**src/rtl/calc1_pkg.sv**
```systemverilog
// calc1_pkg: shared command/response encodings and types for the calc1 port arbiter.
package calc1_pkg;
    localparam logic [3:0] CMD_ADD = 4'd1;
    localparam logic [3:0] CMD_SUB = 4'd2;
    localparam logic [3:0] CMD_SHL = 4'd5;
    localparam logic [3:0] CMD_SHR = 4'd6;
    localparam logic [1:0] RSP_NONE = 2'd0;
    localparam logic [1:0] RSP_OK   = 2'd1;
    localparam logic [1:0] RSP_ERR  = 2'd2;
    typedef enum logic [1:0] {ST_IDLE, ST_OP2, ST_PEND, ST_WAIT} port_state_e;
    typedef logic [1:0] tag_t;
    function automatic logic cmd_uses_alu(input logic [3:0] c);
        return c == CMD_ADD || c == CMD_SUB || c == CMD_SHL || c == CMD_SHR;
    endfunction
endpackage

```
**src/rtl/calc1_port_ctl.sv**
```systemverilog
// calc1_port_ctl: one port's two-cycle command capture FSM and one-cycle response register.
module calc1_port_ctl
    import calc1_pkg::*;
#(
    parameter int DW = 32
) (
    input  logic          clk,
    input  logic          rst_n,
    input  logic [3:0]    cmd_i,
    input  logic [DW-1:0] data_i,
    input  logic          accept_i,
    input  logic          rsp_hit_i,
    input  logic [1:0]    rsp_code_i,
    input  logic [DW-1:0] rsp_data_i,
    output logic          pend_d_o,
    output logic          wait_o,
    output logic [3:0]    cmd_o,
    output logic [DW-1:0] op1_o,
    output logic [DW-1:0] op2_o,
    output logic [1:0]    resp_o,
    output logic [DW-1:0] data_o
);
    port_state_e   state_q, state_d;
    logic [3:0]    cmd_q;
    logic [DW-1:0] op1_q, op2_q, data_q, data_d;
    logic [1:0]    resp_q, resp_d;

    always_ff @(posedge clk or negedge rst_n) begin
        if (!rst_n) state_q <= ST_IDLE;
        else        state_q <= state_d;
    end

    always_comb begin
        state_d = state_q;
        case (state_q)
            ST_IDLE: state_d = (cmd_i != '0) ? ST_OP2 : ST_IDLE;
            ST_OP2:  state_d = cmd_uses_alu(cmd_q) ? ST_PEND : ST_IDLE;
            ST_PEND: state_d = accept_i ? ST_WAIT : ST_PEND;
            ST_WAIT: state_d = rsp_hit_i ? ST_IDLE : ST_WAIT;
            default: state_d = ST_IDLE;
        endcase
    end

    // Unsupported commands answer locally right after op2 without touching the ALU.
    always_comb begin
        pend_d_o = state_d == ST_PEND;
        wait_o   = state_q == ST_WAIT;
        resp_d   = (state_q == ST_OP2 && !cmd_uses_alu(cmd_q)) ? RSP_ERR :
                   (state_q == ST_WAIT && rsp_hit_i) ? rsp_code_i : RSP_NONE;
        data_d   = (state_q == ST_WAIT && rsp_hit_i) ? rsp_data_i : '0;
    end

    always_ff @(posedge clk or negedge rst_n) begin
        if (!rst_n) begin
            cmd_q  <= '0;
            op1_q  <= '0;
            op2_q  <= '0;
            resp_q <= RSP_NONE;
            data_q <= '0;
        end else begin
            if (state_q == ST_IDLE && cmd_i != '0) begin
                cmd_q <= cmd_i;
                op1_q <= data_i;
            end
            if (state_q == ST_OP2) op2_q <= data_i;
            resp_q <= resp_d;
            data_q <= data_d;
        end
    end

    assign cmd_o  = cmd_q;
    assign op1_o  = op1_q;
    assign op2_o  = op2_q;
    assign resp_o = resp_q;
    assign data_o = data_q;
endmodule

```
**src/rtl/calc1_port_arbiter.sv**
```systemverilog
// calc1_port_arbiter: four-port capture front end, round-robin ALU issue and tagged response demux.
module calc1_port_arbiter
    import calc1_pkg::*;
#(
    parameter int NPORTS = 4,
    parameter int DW     = 32
) (
    input  logic          c_clk,
    input  logic          reset,
    input  logic [0:3]    req1_cmd_in,
    input  logic [0:DW-1] req1_data_in,
    input  logic [0:3]    req2_cmd_in,
    input  logic [0:DW-1] req2_data_in,
    input  logic [0:3]    req3_cmd_in,
    input  logic [0:DW-1] req3_data_in,
    input  logic [0:3]    req4_cmd_in,
    input  logic [0:DW-1] req4_data_in,
    output logic [0:1]    out_resp1,
    output logic [0:DW-1] out_data1,
    output logic [0:1]    out_resp2,
    output logic [0:DW-1] out_data2,
    output logic [0:1]    out_resp3,
    output logic [0:DW-1] out_data3,
    output logic [0:1]    out_resp4,
    output logic [0:DW-1] out_data4,
    output logic          alu_req_valid,
    input  logic          alu_req_ready,
    output logic [0:3]    alu_cmd,
    output logic [0:DW-1] alu_op1,
    output logic [0:DW-1] alu_op2,
    output logic [0:1]    alu_tag,
    input  logic          alu_rsp_valid,
    input  logic [0:1]    alu_rsp_tag,
    input  logic [0:1]    alu_rsp_code,
    input  logic [0:DW-1] alu_rsp_data,
    output logic          err_unexp_rsp
);
    logic [3:0]        cmd_a  [NPORTS];
    logic [DW-1:0]     din_a  [NPORTS];
    logic [3:0]        pcmd_a [NPORTS];
    logic [DW-1:0]     op1_a  [NPORTS];
    logic [DW-1:0]     op2_a  [NPORTS];
    logic [DW-1:0]     dout_a [NPORTS];
    logic [1:0]        resp_a [NPORTS];
    logic [NPORTS-1:0] pend_d, waiting, accept, rsp_hit;
    logic              valid_q, valid_d, err_q, err_d, xfer, found;
    tag_t              tag_q, tag_d, ptr_q, ptr_d, sel, idx;

    assign cmd_a[0] = req1_cmd_in;
    assign cmd_a[1] = req2_cmd_in;
    assign cmd_a[2] = req3_cmd_in;
    assign cmd_a[3] = req4_cmd_in;
    assign din_a[0] = req1_data_in;
    assign din_a[1] = req2_data_in;
    assign din_a[2] = req3_data_in;
    assign din_a[3] = req4_data_in;

    for (genvar i = 0; i < NPORTS; i++) begin : g_port
        assign accept[i]  = xfer && tag_q == tag_t'(i);
        assign rsp_hit[i] = alu_rsp_valid && alu_rsp_tag == tag_t'(i);
        calc1_port_ctl #(.DW(DW)) u_port (
            .clk        (c_clk),
            .rst_n      (reset),
            .cmd_i      (cmd_a[i]),
            .data_i     (din_a[i]),
            .accept_i   (accept[i]),
            .rsp_hit_i  (rsp_hit[i]),
            .rsp_code_i (alu_rsp_code),
            .rsp_data_i (alu_rsp_data),
            .pend_d_o   (pend_d[i]),
            .wait_o     (waiting[i]),
            .cmd_o      (pcmd_a[i]),
            .op1_o      (op1_a[i]),
            .op2_o      (op2_a[i]),
            .resp_o     (resp_a[i]),
            .data_o     (dout_a[i])
        );
    end

    // Arbitrate on next-cycle PEND status so valid rises in the first PEND cycle.
    always_comb begin
        xfer  = valid_q && alu_req_ready;
        ptr_d = xfer ? tag_q + tag_t'(1) : ptr_q;
        found = 1'b0;
        sel   = ptr_d;
        idx   = '0;
        for (int k = 0; k < NPORTS; k++) begin
            idx = ptr_d + tag_t'(k);
            if (!found && pend_d[idx]) begin
                found = 1'b1;
                sel   = idx;
            end
        end
        valid_d = (valid_q && !alu_req_ready) ? 1'b1 : found;
        tag_d   = (valid_q && !alu_req_ready) ? tag_q : sel;
        err_d   = err_q || (alu_rsp_valid && !waiting[alu_rsp_tag]);
    end

    always_ff @(posedge c_clk or negedge reset) begin
        if (!reset) begin
            valid_q <= 1'b0;
            tag_q   <= '0;
            ptr_q   <= '0;
            err_q   <= 1'b0;
        end else begin
            valid_q <= valid_d;
            tag_q   <= tag_d;
            ptr_q   <= ptr_d;
            err_q   <= err_d;
        end
    end

    assign alu_req_valid = valid_q;
    assign alu_tag       = valid_q ? tag_q : '0;
    assign alu_cmd       = valid_q ? pcmd_a[tag_q] : '0;
    assign alu_op1       = valid_q ? op1_a[tag_q] : '0;
    assign alu_op2       = valid_q ? op2_a[tag_q] : '0;
    assign err_unexp_rsp = err_q;
    assign out_resp1     = resp_a[0];
    assign out_resp2     = resp_a[1];
    assign out_resp3     = resp_a[2];
    assign out_resp4     = resp_a[3];
    assign out_data1     = dout_a[0];
    assign out_data2     = dout_a[1];
    assign out_data3     = dout_a[2];
    assign out_data4     = dout_a[3];
endmodule
```
**config.mk**
```make
export PLATFORM = sky130hd
export DESIGN_NAME = calc1_port_arbiter
export DESIGN_NICKNAME = d
export VERILOG_FILES = /design/src/rtl/calc1_pkg.sv /design/src/rtl/calc1_port_ctl.sv /design/src/rtl/calc1_port_arbiter.sv
export SDC_FILE = /design/constraint.sdc
export NUM_CORES = 1
export LEC_CHECK = 0
export ABC_AREA = 1
export ABC_CLOCK_PERIOD_IN_PS = 6600
export CORE_ASPECT_RATIO = 0.8
export CORE_MARGIN = 5
export CORE_UTILIZATION = 40
export DETAILED_ROUTE_END_ITERATION = 10
export PLACE_DENSITY_LB_ADDON = 0.12
export SLEW_MARGIN = 30
export SYNTH_ARGS = -nofsm -noshare
export SYNTH_HDL_FRONTEND = slang
export SYNTH_SLANG_ARGS = --single-unit
```
**constraint.sdc**
```tcl
create_clock -name c_clk -period 6.6 [get_ports c_clk]
set_input_delay 1.32 -clock c_clk [delete_from_list [all_inputs] [get_ports c_clk]]
set_output_delay 1.32 -clock c_clk [all_outputs]
set_load 0.03 [all_outputs]
```
==> flow_metrics.py <==
metrics = {
    "run_status": {
        "outcome": "completed",
    },
    "logic_synthesis": {
        "synth-compound-area-share_pct": 14.41,
        "synth_fa_ha_area_share_pct": 0.2860,
        "synth-simple-area-share_pct": 17.64,
        "syn-mean-instance-area_sq_um": 8.502,
        "post_synth_xor_area_fraction_pct": 0.1001,
        "synth_seq_cells": 422,
        "ys_dominant_reg_cell": "sky130_fd_sc_hd__dfrtp_1",
        "synth_sequential_area_ratio_pct": 60.35,
        "synth.mux.area_fraction_pct": 0.06436,
        "yosysUniqueCellTypes": 29,
        "synthCells": 2058,
        "synth_area_sq_um": 17500,
        "yosysWarningCount": 0,
        "synthesis.nets": 2246,
        "synth_top_family_by_area": "simple AND/OR/NAND/NOR gates",
        "async_flop_share_pct": 100.0,
        "synth_edf_count": 0,
    },
    "grt": {
        "number_of_antenna_violations_at_the_first_check_in_global_routing": 4,
        "global_route_wire_length_before_repair_um": 86850,
        "largest_net_degree_at_the_start_of_global_routing": 125,
        "number_of_global_route_vias_before_repair": 14670,
        "overflow": 0,
        "gr-usage-all-layers_pct": 22.81,
    },
    "cells_and_area": {
        "area_growth_syn_to_layout_pct": 33.76,
        "final_layout_size_suffix_gt1_share_pct": 4.815,
        "most_common_library_cell_in_the_layout_ignoring_fill_and_taps": "sky130_fd_sc_hd__nor2_1",
        "final_cell_mix": "sky130_fd_sc_hd__nor2_1 (423), sky130_fd_sc_hd__dfrtp_1 (420), sky130_fd_sc_hd__o21ai_0 (403)",
        "post_route_core_utilization_pct": 54.15,
        "layout.nets": 2587,
        "final_cell_area_sq_um": 23400,
        "post_layout_nonfiller_instances": 2993,
    },
    "route": {
        "post_drt_via_cell_ratio": 4.984,
        "route.detailed.wl_per_inst_um": 18.84,
        "postRouteAntennaNets": 0,
        "drc_errors": 0,
        "routed_vias": 14920,
        "initialDrtViolationCount": 953,
        "firstDrtPassIters": 5,
        "drt-total-wl_um": 56370,
    },
    "critical_path": {
        "required_ns": 5.28,
        "critical_path.reg2reg.startpoint": "tag_q[0]$_DFFE_PN0N_",
        "critical_path_class": "reg -> out",
        "endpoint_kind": "primary output",
        "timing.reg2reg.worst_path_depth": 14,
        "critPathMaxFanout": 101,
        "cp_data_arrival_time_ns": 3.73,
        "ff2ff_setup_slack_ns": 3.30,
        "regToRegEndpoint": "tag_q[1]$_DFFE_PN0N_",
        "critical_path.startpoint_type": "flip-flop",
    },
    "clocking": {
        "holdBufCountCts": 0,
        "cts_tree": "built",
        "cts_buffers": 45,
        "clkSinkCount": 422,
        "clockRootBuffer": "sky130_fd_sc_hd__clkbuf_16",
        "cts_post_setup_buffers_inserted": 0,
        "clock_path_buffers": 3,
        "htreeDepth": 2,
        "post_cts.resized_instances": 0,
        "clk_transition_reported_paths_ns": 0.06,
        "clk_lat_worst_skew_ns": 0.54,
    },
    "power_and_ir_drop": {
        "power.share.clock_pct": 21.7,
        "worst_ir_drop_vdd_v": 0.0002770,
        "cell_internal_pwr_mw": 6.940,
        "seq_power_share_pct": 33.7,
        "total_switching_power_mw": 5.082,
        "cellPowerDensity_nw_per_um2": 513.7,
        "power_leakage_nw": 11.28,
        "power.combinational.fraction_pct": 44.6,
        "switch_share_pct": 42.28,
    },
    "placed_design": {
        "finalWeightedCongestion": 0.8186,
        "dp_cells": 2912,
        "detailedPlacementHpwl_um": 38210,
        "detailed_place.area_sq_um": 21880,
        "portBuffers": 391,
    },
    "timing": {
        "fin_skew_ns": 0.01267,
        "tightestPinTransition_ns": 0.9101,
        "setup_viol_count_final": 0,
        "finalHoldViolCount": 0,
        "setup-tns-final_ns": 0,
        "final_min_period_over_clock_period_pct": 76.54,
        "final.hold.worst_slack_ns": 0.4758,
        "fmaxAchievable_mhz": 198.0,
        "final_slew_violations": 0,
        "period_needed_ns": 5.052,
        "grt_setup_unrepaired": "no",
        "maxSlewHeadroom_pct": 39.32,
    },
    "job": {
        "cap_violations": 0,
    },
    "die": {
        "std_cell_rows": 68,
        "die_height_um": 197.1,
        "core_area_sq_um": 43220,
        "fp.dieArea_sq_um": 48050,
        "starting_density_pct": 40.48,
        "io_pins": 392,
        "chipWidth_um": 243.8,
    },
    "min_path": {
        "min_from": "g_port[1].u_port.cmd_o[2]$_DFFE_PN0P_",
        "holdPathEnd": "g_port[1].u_port.cmd_o[2]$_DFFE_PN0P_",
        "min-delay-path-class": "reg -> reg",
        "timing.hold.worst_path_depth": 2,
    },
}
## cells in the mapped netlist (all sizes together), types with 2 or more instances
| cell type | count | area [sq um] |
|---|---|---|
| nand4 | 4 | 25.02 |
| inv | 207 | 777.0 |
| o22ai | 3 | 18.77 |
| ha | 4 | 50.05 |
| a21oi | 82 | 417.9 |
| nand2 | 342 | 1299 |
| and2 | 2 | 12.51 |
| clkinv | 5 | 18.77 |
| buf | 17 | 71.32 |
| clkbuf | 102 | 382.9 |
| dfrtp | 422 | 10560 |
| o21ai | 406 | 2054 |
| nor3 | 3 | 15.01 |
| nand3 | 27 | 135.1 |
| nor2 | 424 | 1594 |
| o21bai | 2 | 15.01 |
## per-layer routing
layer	track usage (%)	wire length [um]	vias up
li1	-	-	7160
met1	32.31	25290	7239
met2	36.74	26830	421
met3	4.234	2962	93
met4	5.912	1260	4
met5	0	24	-
## cell families after synthesis
group | count (synthesis)
XOR/XNOR | 2
AND/OR/NAND/NOR | 803
AO/OA/AOI/OAI | 495
multiplexers | 1
flip-flops | 422
adder cells (fa/ha/maj) | 4
buffers and inverters | 331
## power by group through the flow
stage / clock network [mW] / logic [mW] / registers [mW]
after floorplan: 0 / 3.39 / 3.95
after global placement: 0 / 5.34 / 4.06
after detailed placement: 0 / 5.40 / 4.08
after CTS: 2.66 / 5.42 / 4.05
after global routing: 2.76 / 5.95 / 4.16
final: 2.60 / 5.36 / 4.06
## critical path, cell delays in order, from the launching register on
cell and delay, ns:
sky130_fd_sc_hd__dfrtp_4 0.74, sky130_fd_sc_hd__inv_4 0.77, sky130_fd_sc_hd__buf_4 0.48, sky130_fd_sc_hd__o21ai_0 0.15, sky130_fd_sc_hd__a21oi_1 0.28, sky130_fd_sc_hd__clkdlybuf4s50_1 0.73
## flip-flops by register name, summed over array words and instances (netlist names)
signal	count
err_unexp_rsp	1
g_port.u_port.cmd_o	16
g_port.u_port.op1_o	128
g_port.u_port.data_o	128
tag_q	2
g_port.u_port.state_q	8
ptr_q	2
g_port.u_port.op2_o	128
g_port.u_port.resp_o	8
alu_req_valid	1
## worst max path at each step
stage | startpoint | to | slack (ns) | depth (start not counted)
final | tag_q[0]$_DFFE_PN0N_ | alu_op2[10] | 1.55 | 5
after floorplan | tag_q[0]$_DFFE_PN0N_ | alu_op2[5] | 3.28 | 7
after global placement | tag_q[0]$_DFFE_PN0N_ | alu_op2[31] | 2.10 | 5
after global routing | tag_q[0]$_DFFE_PN0N_ | alu_op2[10] | 1.26 | 5
after CTS | tag_q[0]$_DFFE_PN0N_ | alu_op2[31] | 1.48 | 5
after detailed placement | tag_q[0]$_DFFE_PN0N_ | alu_op2[31] | 2.09 | 5
## metrics by stage
step           power [mW]  setup WS (ns)
3_3_place_gp        9.400          2.104
5_1_grt             12.87          1.259
6_report            12.02          1.548
3_5_place_dp        9.482          2.090
4_1_cts             12.13          1.483
2_1_floorplan       7.343          3.283
## layout make-up
cell class | instances | area, sq um
inverter | 212 | 800.8
fill | 3975 | 19820
clock buffer | 64 | 1308
clock inverter | 14 | 202.7
multi-input combinational | 1305 | 5692
tap | 560 | 700.7
antenna | 3 | 7.507
sequential | 422 | 10570
timing repair buffer | 413 | 4125
No activity file was read; power rests on OpenSTA's default activity.
